**src/rtl/frame_slot_scheduler.sv**
```systemverilog
// Triple-buffer slot manager: hands frame-store slots to a writer and a reader so the
// reader always gets the newest completed frame and the writer never touches the slot being read.
module frame_slot_scheduler #(
  parameter longint unsigned START_ADDR    = 0,
  parameter int unsigned     FRAMES_AMOUNT = 3,
  parameter int unsigned     FRAME_RES_Y   = 1080,
  parameter int unsigned     FRAME_RES_X   = 1920,
  parameter int unsigned     PX_BYTES      = 2,
  parameter int unsigned     ADDR_WIDTH    = 32
) (
  input  logic                  clk_i,
  input  logic                  rst_n_i,
  input  logic                  wr_req_i,
  input  logic                  wr_done_i,
  output logic                  wr_gnt_o,
  output logic [ADDR_WIDTH-1:0] wr_addr_o,
  input  logic                  rd_req_i,
  output logic                  rd_gnt_o,
  output logic [ADDR_WIDTH-1:0] rd_addr_o,
  output logic                  rd_valid_o,
  output logic                  rd_new_o,
  output logic [15:0]           drop_cnt_o,
  output logic [15:0]           abort_cnt_o
);

  if (FRAMES_AMOUNT < 3) begin : g_bad_frames_amount
    $error("frame_slot_scheduler: FRAMES_AMOUNT must be >= 3");
  end

  localparam int              IDX_W       = $clog2(FRAMES_AMOUNT);
  localparam longint unsigned FRAME_BYTES = 64'(FRAME_RES_X) * 64'(FRAME_RES_Y) * 64'(PX_BYTES);

  typedef logic [IDX_W-1:0] idx_t;
  typedef enum logic [1:0] {S_FREE, S_WRITING, S_READY, S_READING} slot_st_e;
  typedef enum logic {W_IDLE, W_ACTIVE} wr_st_e;

  function automatic logic [ADDR_WIDTH-1:0] slot_addr(input idx_t s);
    return ADDR_WIDTH'(START_ADDR + 64'(s) * FRAME_BYTES);
  endfunction

  slot_st_e              slot_q [FRAMES_AMOUNT];
  slot_st_e              slot_d [FRAMES_AMOUNT];
  wr_st_e                wr_st_q, wr_st_d;
  idx_t                  wr_slot_q, wr_slot_d;
  idx_t                  rd_slot_q, rd_slot_d;
  logic                  rd_held_q, rd_held_d;
  idx_t                  latest_q, latest_d;
  logic                  latest_vld_q, latest_vld_d;
  logic                  wr_gnt_q, wr_gnt_d;
  logic [ADDR_WIDTH-1:0] wr_addr_q, wr_addr_d;
  logic                  rd_gnt_q, rd_gnt_d;
  logic [ADDR_WIDTH-1:0] rd_addr_q, rd_addr_d;
  logic                  rd_valid_q, rd_valid_d;
  logic                  rd_new_q, rd_new_d;
  logic [15:0]           drop_cnt_q, drop_cnt_d;
  logic [15:0]           abort_cnt_q, abort_cnt_d;
  idx_t                  free_idx;
  logic                  free_found;

  // Events are applied in a fixed order within one cycle: writer done, reader request,
  // writer request. Each stage sees the slot table as already updated by the stages before it.
  always_comb begin
    // NOTE: every variable gets its hold value first, so no path leaves one unassigned (no latches).
    slot_d       = slot_q;
    wr_st_d      = wr_st_q;
    wr_slot_d    = wr_slot_q;
    rd_slot_d    = rd_slot_q;
    rd_held_d    = rd_held_q;
    latest_d     = latest_q;
    latest_vld_d = latest_vld_q;
    wr_gnt_d     = 1'b0;
    wr_addr_d    = wr_addr_q;
    rd_gnt_d     = 1'b0;
    rd_addr_d    = rd_addr_q;
    rd_valid_d   = rd_valid_q;
    rd_new_d     = rd_new_q;
    drop_cnt_d   = drop_cnt_q;
    abort_cnt_d  = abort_cnt_q;
    free_idx     = '0;
    free_found   = 1'b0;

    if (wr_st_q == W_ACTIVE && wr_done_i) begin
      if (latest_vld_q) begin
        slot_d[latest_q] = S_FREE;
        if (drop_cnt_d != 16'hFFFF) drop_cnt_d = drop_cnt_d + 16'd1;
      end
      slot_d[wr_slot_q] = S_READY;
      latest_d          = wr_slot_q;
      latest_vld_d      = 1'b1;
      wr_st_d           = W_IDLE;
    end

    if (rd_req_i) begin
      rd_gnt_d = 1'b1;
      if (latest_vld_d) begin
        if (rd_held_q) slot_d[rd_slot_q] = S_FREE;
        slot_d[latest_d] = S_READING;
        rd_slot_d        = latest_d;
        rd_held_d        = 1'b1;
        latest_vld_d     = 1'b0;
        rd_addr_d        = slot_addr(latest_d);
        rd_valid_d       = 1'b1;
        rd_new_d         = 1'b1;
      end else if (rd_held_q) begin
        rd_valid_d = 1'b1;
        rd_new_d   = 1'b0;
      end else begin
        rd_addr_d  = ADDR_WIDTH'(START_ADDR);
        rd_valid_d = 1'b0;
        rd_new_d   = 1'b0;
      end
    end

    if (wr_req_i) begin
      if (wr_st_d == W_ACTIVE) begin
        slot_d[wr_slot_q] = S_FREE;
        if (abort_cnt_d != 16'hFFFF) abort_cnt_d = abort_cnt_d + 16'd1;
      end
      for (int i = 0; i < FRAMES_AMOUNT; i++) begin
        if (!free_found && slot_d[i] == S_FREE) begin
          free_idx   = idx_t'(i);
          free_found = 1'b1;
        end
      end
      slot_d[free_idx] = S_WRITING;
      wr_slot_d        = free_idx;
      wr_st_d          = W_ACTIVE;
      wr_gnt_d         = 1'b1;
      wr_addr_d        = slot_addr(free_idx);
    end
  end

  always_ff @(posedge clk_i or negedge rst_n_i) begin
    if (!rst_n_i) begin
      // NOTE: the slot table is control state, not storage; it must be reset so no slot looks busy.
      for (int i = 0; i < FRAMES_AMOUNT; i++) slot_q[i] <= S_FREE;
      wr_st_q      <= W_IDLE;
      wr_slot_q    <= '0;
      rd_slot_q    <= '0;
      rd_held_q    <= 1'b0;
      latest_q     <= '0;
      latest_vld_q <= 1'b0;
      wr_gnt_q     <= 1'b0;
      wr_addr_q    <= ADDR_WIDTH'(START_ADDR);
      rd_gnt_q     <= 1'b0;
      rd_addr_q    <= ADDR_WIDTH'(START_ADDR);
      rd_valid_q   <= 1'b0;
      rd_new_q     <= 1'b0;
      drop_cnt_q   <= '0;
      abort_cnt_q  <= '0;
    end else begin
      // NOTE: non-blocking here so every register samples the same pre-edge values.
      slot_q       <= slot_d;
      wr_st_q      <= wr_st_d;
      wr_slot_q    <= wr_slot_d;
      rd_slot_q    <= rd_slot_d;
      rd_held_q    <= rd_held_d;
      latest_q     <= latest_d;
      latest_vld_q <= latest_vld_d;
      wr_gnt_q     <= wr_gnt_d;
      wr_addr_q    <= wr_addr_d;
      rd_gnt_q     <= rd_gnt_d;
      rd_addr_q    <= rd_addr_d;
      rd_valid_q   <= rd_valid_d;
      rd_new_q     <= rd_new_d;
      drop_cnt_q   <= drop_cnt_d;
      abort_cnt_q  <= abort_cnt_d;
    end
  end

  assign wr_gnt_o    = wr_gnt_q;
  assign wr_addr_o   = wr_addr_q;
  assign rd_gnt_o    = rd_gnt_q;
  assign rd_addr_o   = rd_addr_q;
  assign rd_valid_o  = rd_valid_q;
  assign rd_new_o    = rd_new_q;
  assign drop_cnt_o  = drop_cnt_q;
  assign abort_cnt_o = abort_cnt_q;

endmodule

```
**config.mk**
```make
export PLATFORM = sky130hd
export DESIGN_NAME = frame_slot_scheduler
export DESIGN_NICKNAME = d
export VERILOG_FILES = /design/src/rtl/frame_slot_scheduler.sv
export SDC_FILE = /design/constraint.sdc
export NUM_CORES = 1
export LEC_CHECK = 0
export CORE_MARGIN = 2
export CORE_UTILIZATION = 30
export CTS_CLUSTER_DIAMETER = 100
export DETAILED_ROUTE_END_ITERATION = 10
export SLEW_MARGIN = 20
export SYNTH_ARGS = -nofsm -noshare
export SYNTH_HDL_FRONTEND = slang
export SYNTH_SLANG_ARGS = --single-unit
```
**constraint.sdc**
```tcl
create_clock -name clk_i -period 5.9 [get_ports clk_i]
set_clock_uncertainty 0.05 [all_clocks]
set_input_delay 1.18 -clock clk_i [delete_from_list [all_inputs] [get_ports clk_i]]
set_output_delay 1.18 -clock clk_i [all_outputs]
set_load 0.01 [all_outputs]
```
==> metrics.cfg <==
[cells_and_area]
stdcell_area_um2=4065
final_util_pct=37.34
layout-drive-gt1-share_pct=7.576
antenna_cells=0
layout_common_cells=clkdlybuf4s50_1, dfrtp_1, conb_1
final_common_cell=clkdlybuf4s50_1
nNetsFinal=405
syn_to_final_growth_pct=20.74

[timing]
relSlewSlack_pct=47.61
postLayoutSetupSlackWorst_ps=2391
rsz0062_at_grt=false
clock.fmax_mhz=285.0
worstMarginPinSlew_ps=785.9
finalMaxSlewViolations=0
final.period_utilization_pct=59.48
finalSetupTns_ps=0
final_hold_viol_count=0
setup_violations=0
period_needed_ps=3509

[min_path]
min_path_type=reg -> reg
whs_path_depth=1

[die]
io_pins=105
dieArea_um2=12090
rows=38
die_y_um=109.9
die_width_um=109.9
core_um2=10890
initial_core_util_pct=30.92

[synthesis]
synth_seq_cells=61
synth.cell_area_um2=3367
synth_area_leaders=dfrtp_1, buf_4, xnor2_1
async_flop_share_pct=100.0
synth_cells=340
ys_types=56
avgSynthCellArea_um2=9.903
synth_edf_count=0
yosysTopAreaCellShare_pct=45.34
synthFlopType=dfrtp_1
synth_warnings=0
synth_top_area_cell=dfrtp_1
ys_seq_area_share_pct=45.34

[critical_path]
worst_ep_required_time_ps=6080
rrSetupSlack_ps=3400
crit_type=in -> reg
startpoint_type=primary input
setup.worst_path.end_class=flop
critical_path.max_fanout=15
r2r_cells=8
crit_arrival_ps=3690

[clock_network]
clock_latency_ps=340
ctsHoldBuffers=0
cts.reportedPaths.clkPinSlew_ps=60
cts_resized=0
cts_buffer_depth=2
numCtsBuffers=9
cts.sinks=61
h-tree-depth=3
cts_tree=built
cts_root_buffer=clkbuf_8
cts_setup_buffers=0

[drt]
drt-vias-per-instance=4.653
drt_iter0_drc=62
post_drt_wl_per_cell_um=13.76
ant_nets=0
totalWireLength_um=7373
vias=2494
drc=0
first_pass_iters=4

[placed_design]
placed_area_um2=3900
finalWeightedCongestion=0.8152
hpwl_um=5256
dpl_worst_slack_ps=2052
io_buffer_count=64

[global_routing]
grt_use_total_pct=12.62
grt_pass1_vias=2341
gr-total-overflow=0
grt_antenna_before_repair=0
grt_start_max_net_pins=62
grt_pass1_wl_um=11600

[run]
drv_cap=0

[power]
totalPowerFinal_w=0.001538
vdd_drop_max_v=0.0001857
power.density_nw_per_um2=378.4
p_leak_nw=1.779

[outcome]
status=finished clean

-- through the flow --
step           hold WS, ps  cells
5_1_grt              472.3    536
3_3_place_gp         436.0    522
2_1_floorplan        430.1    379
6_report             451.5    536
3_5_place_dp         439.4    522
4_1_cts              457.7    536
-- cells in the mapped netlist (2+ instances only) --
cell	n
nand2b_1	4
inv_1	10
o2bb2ai_1	2
buf_4	52
xnor2_1	17
o21a_1	2
or2_2	2
a22o_1	2
nor2_1	21
xor2_1	9
o31a_1	2
o21bai_1	2
o21ai_0	10
nand2_1	27
ha_1	7
a21oi_1	12
and3_1	9
o311ai_0	2
o31ai_1	4
and3b_1	2
nand4_1	11
nand3_1	13
dfrtp_1	61
o21ai_1	2
nand4b_1	3
a21oi_2	2
clkbuf_1	7
and2_1	2
a31oi_1	4
buf_2	3
and4_1	3
o22ai_1	6
mux2i_1	2
-- cells by family (layout without fill, tap and decap cells) --
kind of cell               after synthesis  count (layout)  synth area share [%]
and+or+nand+nor                        110             110                 18.13
buffers and inverters                   72              89                 13.94
DFF                                     61              61                 45.34
AOI/OAI and AO/OA                       59              59                 11.74
xor gates and xnor gates                26              26                 6.763
adders and majority gates                7               7                 2.601
muxes                                    4               4                 1.375
other                                    1              40                0.1114
-- power breakdown --
group | switching (W) | leakage [nW] | total, W | internal, W
Clock | 0.000158 | 0.0881 | 0.000328 | 0.000169
Combinational | 0.000270 | 0.901 | 0.000575 | 0.000305
Sequential | 0.000121 | 0.789 | 0.000635 | 0.000514
-- path summary, 6_finish.rpt --
kind / from / to
hold / removal: drop_cnt_o[9]$_DFFE_PN0P_ / drop_cnt_o[9]$_DFFE_PN0P_
max in group asynchronous: rst_n_i / drop_cnt_o[9]$_DFFE_PN0P_
setup reg to reg: wr_st_q$_DFF_PN0_ / slot_q[4]$_DFF_PN0_
hold reg to reg: drop_cnt_o[9]$_DFFE_PN0P_ / drop_cnt_o[9]$_DFFE_PN0P_
setup / recovery: wr_done_i / slot_q[4]$_DFF_PN0_
min in group asynchronous: rst_n_i / wr_addr_o[22]$_DFFE_PN0P_
-- per-layer routing --
| metal | global-route usage, % | vias up | wire length [um] |
|---|---|---|---|
| li1 | - | 1203 | - |
| met1 | 15.78 | 1203 | 3298 |
| met2 | 19.50 | 78 | 3539 |
| met3 | 4.446 | 10 | 426 |
| met4 | 5.696 | 0 | 109 |
| met5 | 0 | - | 0 |
-- worst max-delay path, stage by stage --
cell and delay [ps]:
clkdlybuf4s50_1 810, nand2_1 220, mux2i_1 390, inv_1 160, ha_1 220, and3_1 190
a21oi_2 150, nor3_2 80, o31a_1 270
-- state kept, by name, summed over array words and instances, names as in the netlist --
signal	cells
rd_addr_o	6
wr_gnt_o	1
abort_cnt_o	16
wr_addr_o	5
rd_new_o	1
rd_valid_o	1
latest_q	2
wr_st_q	1
slot_q	6
drop_cnt_o	16
wr_slot_q	1
rd_gnt_o	1
rd_slot_q	2
rd_held_q	1
latest_vld_q	1
-- layout make-up --
type                            instances  area, um^2
Sequential cell                        61        1526
Inverter                               10       37.54
Fill cell                            1107        6823
Timing Repair Buffer                   65       643.1
Tap cell                              140       175.2
Multi-Input combinational cell        246        1518
Clock inverter                          2       10.01
Clock buffer                           12       155.1
(Power assumes the default switching activity.)
==> patch 1, RTL diff (config.mk and constraints unchanged) <==
Change the parameter `FRAMES_AMOUNT` from 3 to 5.
--- a/src/rtl/frame_slot_scheduler.sv
+++ b/src/rtl/frame_slot_scheduler.sv
@@ -2,7 +2,7 @@
 // reader always gets the newest completed frame and the writer never touches the slot being read.
 module frame_slot_scheduler #(
   parameter longint unsigned START_ADDR    = 0,
-  parameter int unsigned     FRAMES_AMOUNT = 3,
+  parameter int unsigned     FRAMES_AMOUNT = 5,
   parameter int unsigned     FRAME_RES_Y   = 1080,
   parameter int unsigned     FRAME_RES_X   = 1920,
   parameter int unsigned     PX_BYTES      = 2,
Function: same outputs for any inputs over 4 cycles, from zero or initial values and one cycle with rst_n_i low; that may be too few to reach the edited logic, so the function may still have changed.
==> patch 1 against the unedited design <==
Design area increased by 37%. Worst setup slack got worse by 1700 ps. Global-route usage increased by 1.1 points. Hold slack got worse by 15 ps. Final cell count increased by 35%. Wire length increased by 41%. First-iteration DRC count increased to 3.2 times the old value. Synthesized area increased by 37%. Sequential share of layout area decreased by 2.1 points. Via count increased by 42%. Non-clock buffer count increased by 6. Sequential cell count increased by 18. Power increased by 76%. Critical endpoint is now wr_addr_o[23].
==> patch 1: results (changes against the unedited design) <==
- The reported leakage power is 2.52 nW (was 1.78 nW).
- DP Cell Count: 709 (was 522)
- Non-filler instance count after layout: 724 (was 536)
- Switching fraction of total power: 39.1% (was 35.7%)
- The minimum setup slack after placement was 325 ps (was 2050 ps).
* Wire length of the first global-routing pass: 17800 um (was 11600 um)
* Post-synth cell types: 60 (was 56)
* Number of standard cells after synthesis: 468 (was 340)
* Synth cell count leaders: dfrtp_1, buf_4, nand2_1 (unchanged)
* Number of global-route vias before repair: 3535 (was 2341)
- Antenna fix cells: 0 (unchanged)
- CP arrival: 5340 ps (was 3690 ps)
- Global routing met1 resource utilization: 18.1% (was 15.8%)
- Largest fanout on the critical path: 13 (was 15)
- The count of yosys warnings during synthesis is 0 (unchanged).
- The total track usage is 13.7% (was 12.6%).
* Initial DRC Count: 199 (was 62)
- Vias per std cell: 4.89 (was 4.65)
* Total Routed Length: 10400 um (was 7370 um)
- Reported clock group power: 0.505 mW (was 0.328 mW)
- The global-route congestion overflow total came to 0 (unchanged).
- Number of gates resized after cts: 0 (unchanged)
- The root buffer cell is clkbuf_16 (was clkbuf_8).
- Ratio of cells with drive above 1 in the final layout: 7.09% (was 7.58%)
- Detailed placer's ending HPWL: 7540 um (was 5260 um)
- The sequential cell power was 0.848 mW (was 0.635 mW).
* Async set-reset flop share out of synthesis: 100% (unchanged)
- Clock insertion delay at the later pin of the skew report: 340 ps (about the same)
- Number of detailed-routing iterations run before antenna repair: 4 (unchanged)
* Routability congestion estimate from global placement: 0.842 (was 0.815)
- TritonCTS buffer count: 9 (unchanged)
- Outcome: completed (unchanged)
* Most area-consuming cells after synthesis: dfrtp_1, buf_4, ha_1 (was dfrtp_1, buf_4, xnor2_1)
- Worst hold path class: reg -> reg (unchanged)
- The largest stage delay on the critical path is 490 ps (was 810 ps).
- The count of buffers from port buffering was 68 (was 64).
- Placed inst area: 5320 um^2 (was 3900 um^2)
* Clock slew at the register clock pins of the worst setup and hold paths: 60 ps (about the same)
- The cell family with the largest share of critical-path delay is compound AO/OA/AOI/OAI gates (was buffers and inverters).
- The global-route track usage on met3 was 2.42% (was 4.45%).
- CTS HTree Levels: 3 (unchanged)
* Global-route track usage on met2: 21.4% (was 19.5%)
* Measured slew at the worst slew-check pin: 725 ps (was 786 ps)
* Maximum number of pins on one net before global-route repair: 80 (was 62)
- The sequential share of the synthesized area came to 42.8% (was 45.3%).
* Sw Pwr: 1.06 mW (was 0.549 mW)
- The largest voltage drop on the vdd net came to 0.000163 V (was 0.000186 V).
* Antenna violations before repair: 0 (unchanged)
- Maximum buffer depth of the clock tree: 2 (unchanged)
- The cell with the largest stage delay on the worst path was clkdlybuf4s50_1 (unchanged).
* Final Net Count: 565 (was 405)
* Post-CTS repair timing setup buffer count: 0 (unchanged)
[patch 1: changes by cell type in the layout (fill, tap and decap cells not counted), sizes merged, moves of 5 or more]
cell   unedited run  this run
o21ai            13        34
dfrtp            61        79
nand2            27        43
inv              10        25
ha                7        21
a21o              1         8
fa                0         7
nor2             21        28
a21oi            14        20
a22o              2         7
[patch 1: tightest hold or removal path, stage by stage (launching register included)]
cell,delay [ps]
dfrtp_1,340
nand2_1,50
o21ai_0,60
[patch 1: path summary, 6_finish.rpt]
kind	from	to	slack, ps	cells past startpoint
hold / removal	rd_addr_o[22]	rd_addr_o[22]	440	2
setup reg to reg	wr_st_q	wr_addr_o[23]	1460	18
min in group asynchronous	rst_n_i	drop_cnt_o[4]	840	1
hold reg to reg	rd_addr_o[22]	rd_addr_o[22]	440	2
max in group asynchronous	rst_n_i	abort_cnt_o[15]	4480	1
setup / recovery	wr_done_i	wr_addr_o[23]	710	19
[patch 1: layer usage]
| layer | share of wire (%) | up-vias |
|---|---|---|
| met1 | 44 | 1750 |
| met4 | 2.2 | 0 |
| met5 | 0 | - |
| met2 | 49 | 113 |
| met3 | 4.7 | 15 |
| li1 | - | 1663 |
[patch 1: final cells by class]
cell class / instances / area, um^2
fill: 1489 / 9570
multi-input combinational: 346 / 2310
inverter: 25 / 93.8
sequential: 79 / 1980
clock inverter: 1 / 5.00
timing repair buffer: 71 / 704
tap: 188 / 235
clock buffer: 14 / 254
[patch 1: logic make-up (layout without fill, tap and decap cells)]
kind of cell,count (synthesis),in the layout,share of synthesized area (%)
AO/OA/AOI/OAI,92,92,12.8
XOR/XNOR,33,33,6.26
other,1,37,0.0812
flip-flops,79,79,42.8
buffers and inverters,79,111,10.1
multiplexers,9,9,2.36
AND/OR/NAND/NOR,147,147,16.9
adder cells (fa/ha/maj),28,28,8.73
==> patch 2, RTL diff (same settings) <==
Made on the original files. Make the reset (`rst_n_i`) synchronous in one clocked block.
--- a/src/rtl/frame_slot_scheduler.sv
+++ b/src/rtl/frame_slot_scheduler.sv
@@ -130,7 +130,7 @@
     end
   end
 
-  always_ff @(posedge clk_i or negedge rst_n_i) begin
+  always_ff @(posedge clk_i) begin
     if (!rst_n_i) begin
       // NOTE: the slot table is control state, not storage; it must be reset so no slot looks busy.
       for (int i = 0; i < FRAMES_AMOUNT; i++) slot_q[i] <= S_FREE;
Formal check against the unedited RTL: differs if rst_n_i is asserted again (counterexample within 4 cycles, from zero or initial values and one cycle with rst_n_i low); with rst_n_i held inactive, the same outputs for 4 cycles.
==> patch 2 against the unedited design <==
Design area increased by 4.6%. Wire length is 1.5% higher. Worst setup slack got worse by 400 ps. Global-route usage is 0.40 points lower. Count of clock-buffer cells in the layout fell by 2. Synthesized cell count rose by 16%. Synthesized area rose by 2.3%. Sequential cell count unchanged. Highest routed layer unchanged.
Power is not compared: it rests on default switching activity, and its combinational part moved more than twofold at a synthesized area within 25%.
==> patch 2: results (changes against the unedited design) <==
* Outcome: completed (unchanged)
- The actual slew at the worst max-slew pin came to 829 ps (was 786 ps).
- Worst hold path class: reg -> reg (unchanged)
* Most area-consuming cells after synthesis: dfxtp_1, buf_4, xnor2_1 (was dfrtp_1, buf_4, xnor2_1)
* DP Cell Count: 571 (was 522)
- Vias per std cell: 4.70 (was 4.65)
- Root buf cell: clkbuf_16 (was clkbuf_8)
- The sequential share of the synthesized area came to 35.5% (was 45.3%).
- Number of standard cells after synthesis: 395 (was 340)
- Routability congestion estimate from global placement: 0.930 (was 0.815)
- Synth cell count leaders: dfxtp_1, buf_4, nor2_1 (was dfrtp_1, buf_4, nand2_1).
- The arrival time at the worst endpoint came to 4110 ps (was 3690 ps).
- Quantity of I/O buffers inserted on ports: 64 (unchanged)
- Detailed placer's ending HPWL: 5260 um (about the same)
- Total global routing track utilization: 12.2% (was 12.6%)
* Largest fanout on the critical path: 12 (was 15)
- Async set-reset flop share out of synthesis: 0% (was 100%)
- The final net count was 451 (was 405).
* Non-filler instance count after layout: 587 (was 536)
* Clock insertion delay at the later pin of the skew report: 320 ps (was 340 ps)
- The number of fill cells was 1132 (was 1107).
- Worst path max stage delay: 770 ps (was 810 ps)
- The count of TritonRoute iterations in the first routing pass is 6 (was 4).
- The routed wire length came to 7490 um (was 7370 um).
- Initial DRC Count: 95 (was 62)
- The most used flip-flop cell after synthesis was dfxtp_1 (was dfrtp_1).
- Maximum buffer depth of the clock tree: 2 (unchanged)
- The global-route wire length before repair was 12400 um (was 11600 um).
- The largest net degree at the start of global routing came to 47 (was 62).
- Cell leakage power: 1.52 nW
- Post-synth cell types: 62 (was 56)
* Number of gates resized after cts: 0 (unchanged)
* Number of global-route vias before repair: 2570 (was 2341)
* Antenna fix cells: 0 (unchanged)
- Clock slew at the register clock pins of the worst setup and hold paths: 50 ps
* Ratio of cells with drive above 1 in the final layout: 7.66% (was 7.58%)
-- patch 2: changes by cell type in the layout (fill, tap and decap cells not counted), sizes merged, moves of 6 or more --
cell,unedited run,this run
a21oi,14,20
dfrtp,61,0
dfxtp,0,61
nand2,27,17
nor2,21,52
nor3,2,13
xnor2,17,23
xor2,9,0
-- patch 2: kinds of logic (layout without fill, tap and decap cells) --
group           Yosys count  count (layout)  share of synthesized area, %
simple gates            157             157                          26.7
buf+inv                  79              89                          15.1
compound gates           62              62                          12.8
flops                    61              61                          35.5
xor+xnor                 23              23                          5.85
fa+ha+maj                 7               7                          2.54
mux                       5               5                          1.45
other cells               1              40                         0.109
-- patch 2: worst paths after layout --
kind	start	endpoint	slack (ps)	cells after the start
hold reg to reg	wr_addr_o[23]	wr_addr_o[23]	380	2
setup / recovery	wr_done_i	slot_q[0]	1990	9
hold / removal	wr_addr_o[23]	wr_addr_o[23]	380	2
setup reg to reg	wr_st_q	slot_q[0]	2980	8
-- patch 2: report_power, final --
part / leakage [nW] / switching (mW) / internal, mW
clock: 0.158 / 0.188 / 0.380
combinational: 0.869 / 0.0521 / 0.0367
sequential: 0.494 / 0.0100 / 0.421
total: 1.52 / 0.250 / 0.838
-- patch 2: final cells by class --
cell class,count,area [um^2],area share (%)
multi-input combinational,294,1850,43.5
sequential,61,1220,28.7
timing repair buffer,64,641,15.1
clock buffer,10,239,5.62
tap,143,179,4.21
clock inverter,6,86.3,2.03
inverter,9,33.8,0.795
-- patch 2: worst reg2reg max path: cells and delay by family, from the launching register on --
| family | cells | cell delay, ps |
|---|---|---|
| fa+ha+maj | 1 | 320 |
| simple gates | 4 | 690 |
| mux | 1 | 440 |
| compound gates | 2 | 710 |
| flops | 1 | 630 |
-- patch 2: stage by stage --
| stage | area (um^2) | utilization, % | setup WS, ps |
|---|---|---|---|
| after floorplan | 3590 | - | 2770 |
| after global placement | 3930 | 34.7 | 1800 |
| after detailed placement | 3930 | 34.7 | 1680 |
| after CTS | 4250 | 37.5 | 2020 |
| after global routing | 4250 | 37.5 | 1700 |
| final | 4250 | 37.5 | 1990 |
-- patch 2: routing by layer --
layer  global-route usage [%]  vias to the layer above  wire (um)
li1                         -                     1384          -
met1                     15.6                     1274       3580
met2                     19.7                       89       3360
met3                     3.23                       11        441
met4                     4.86                        0        102
met5                        0                        -          0
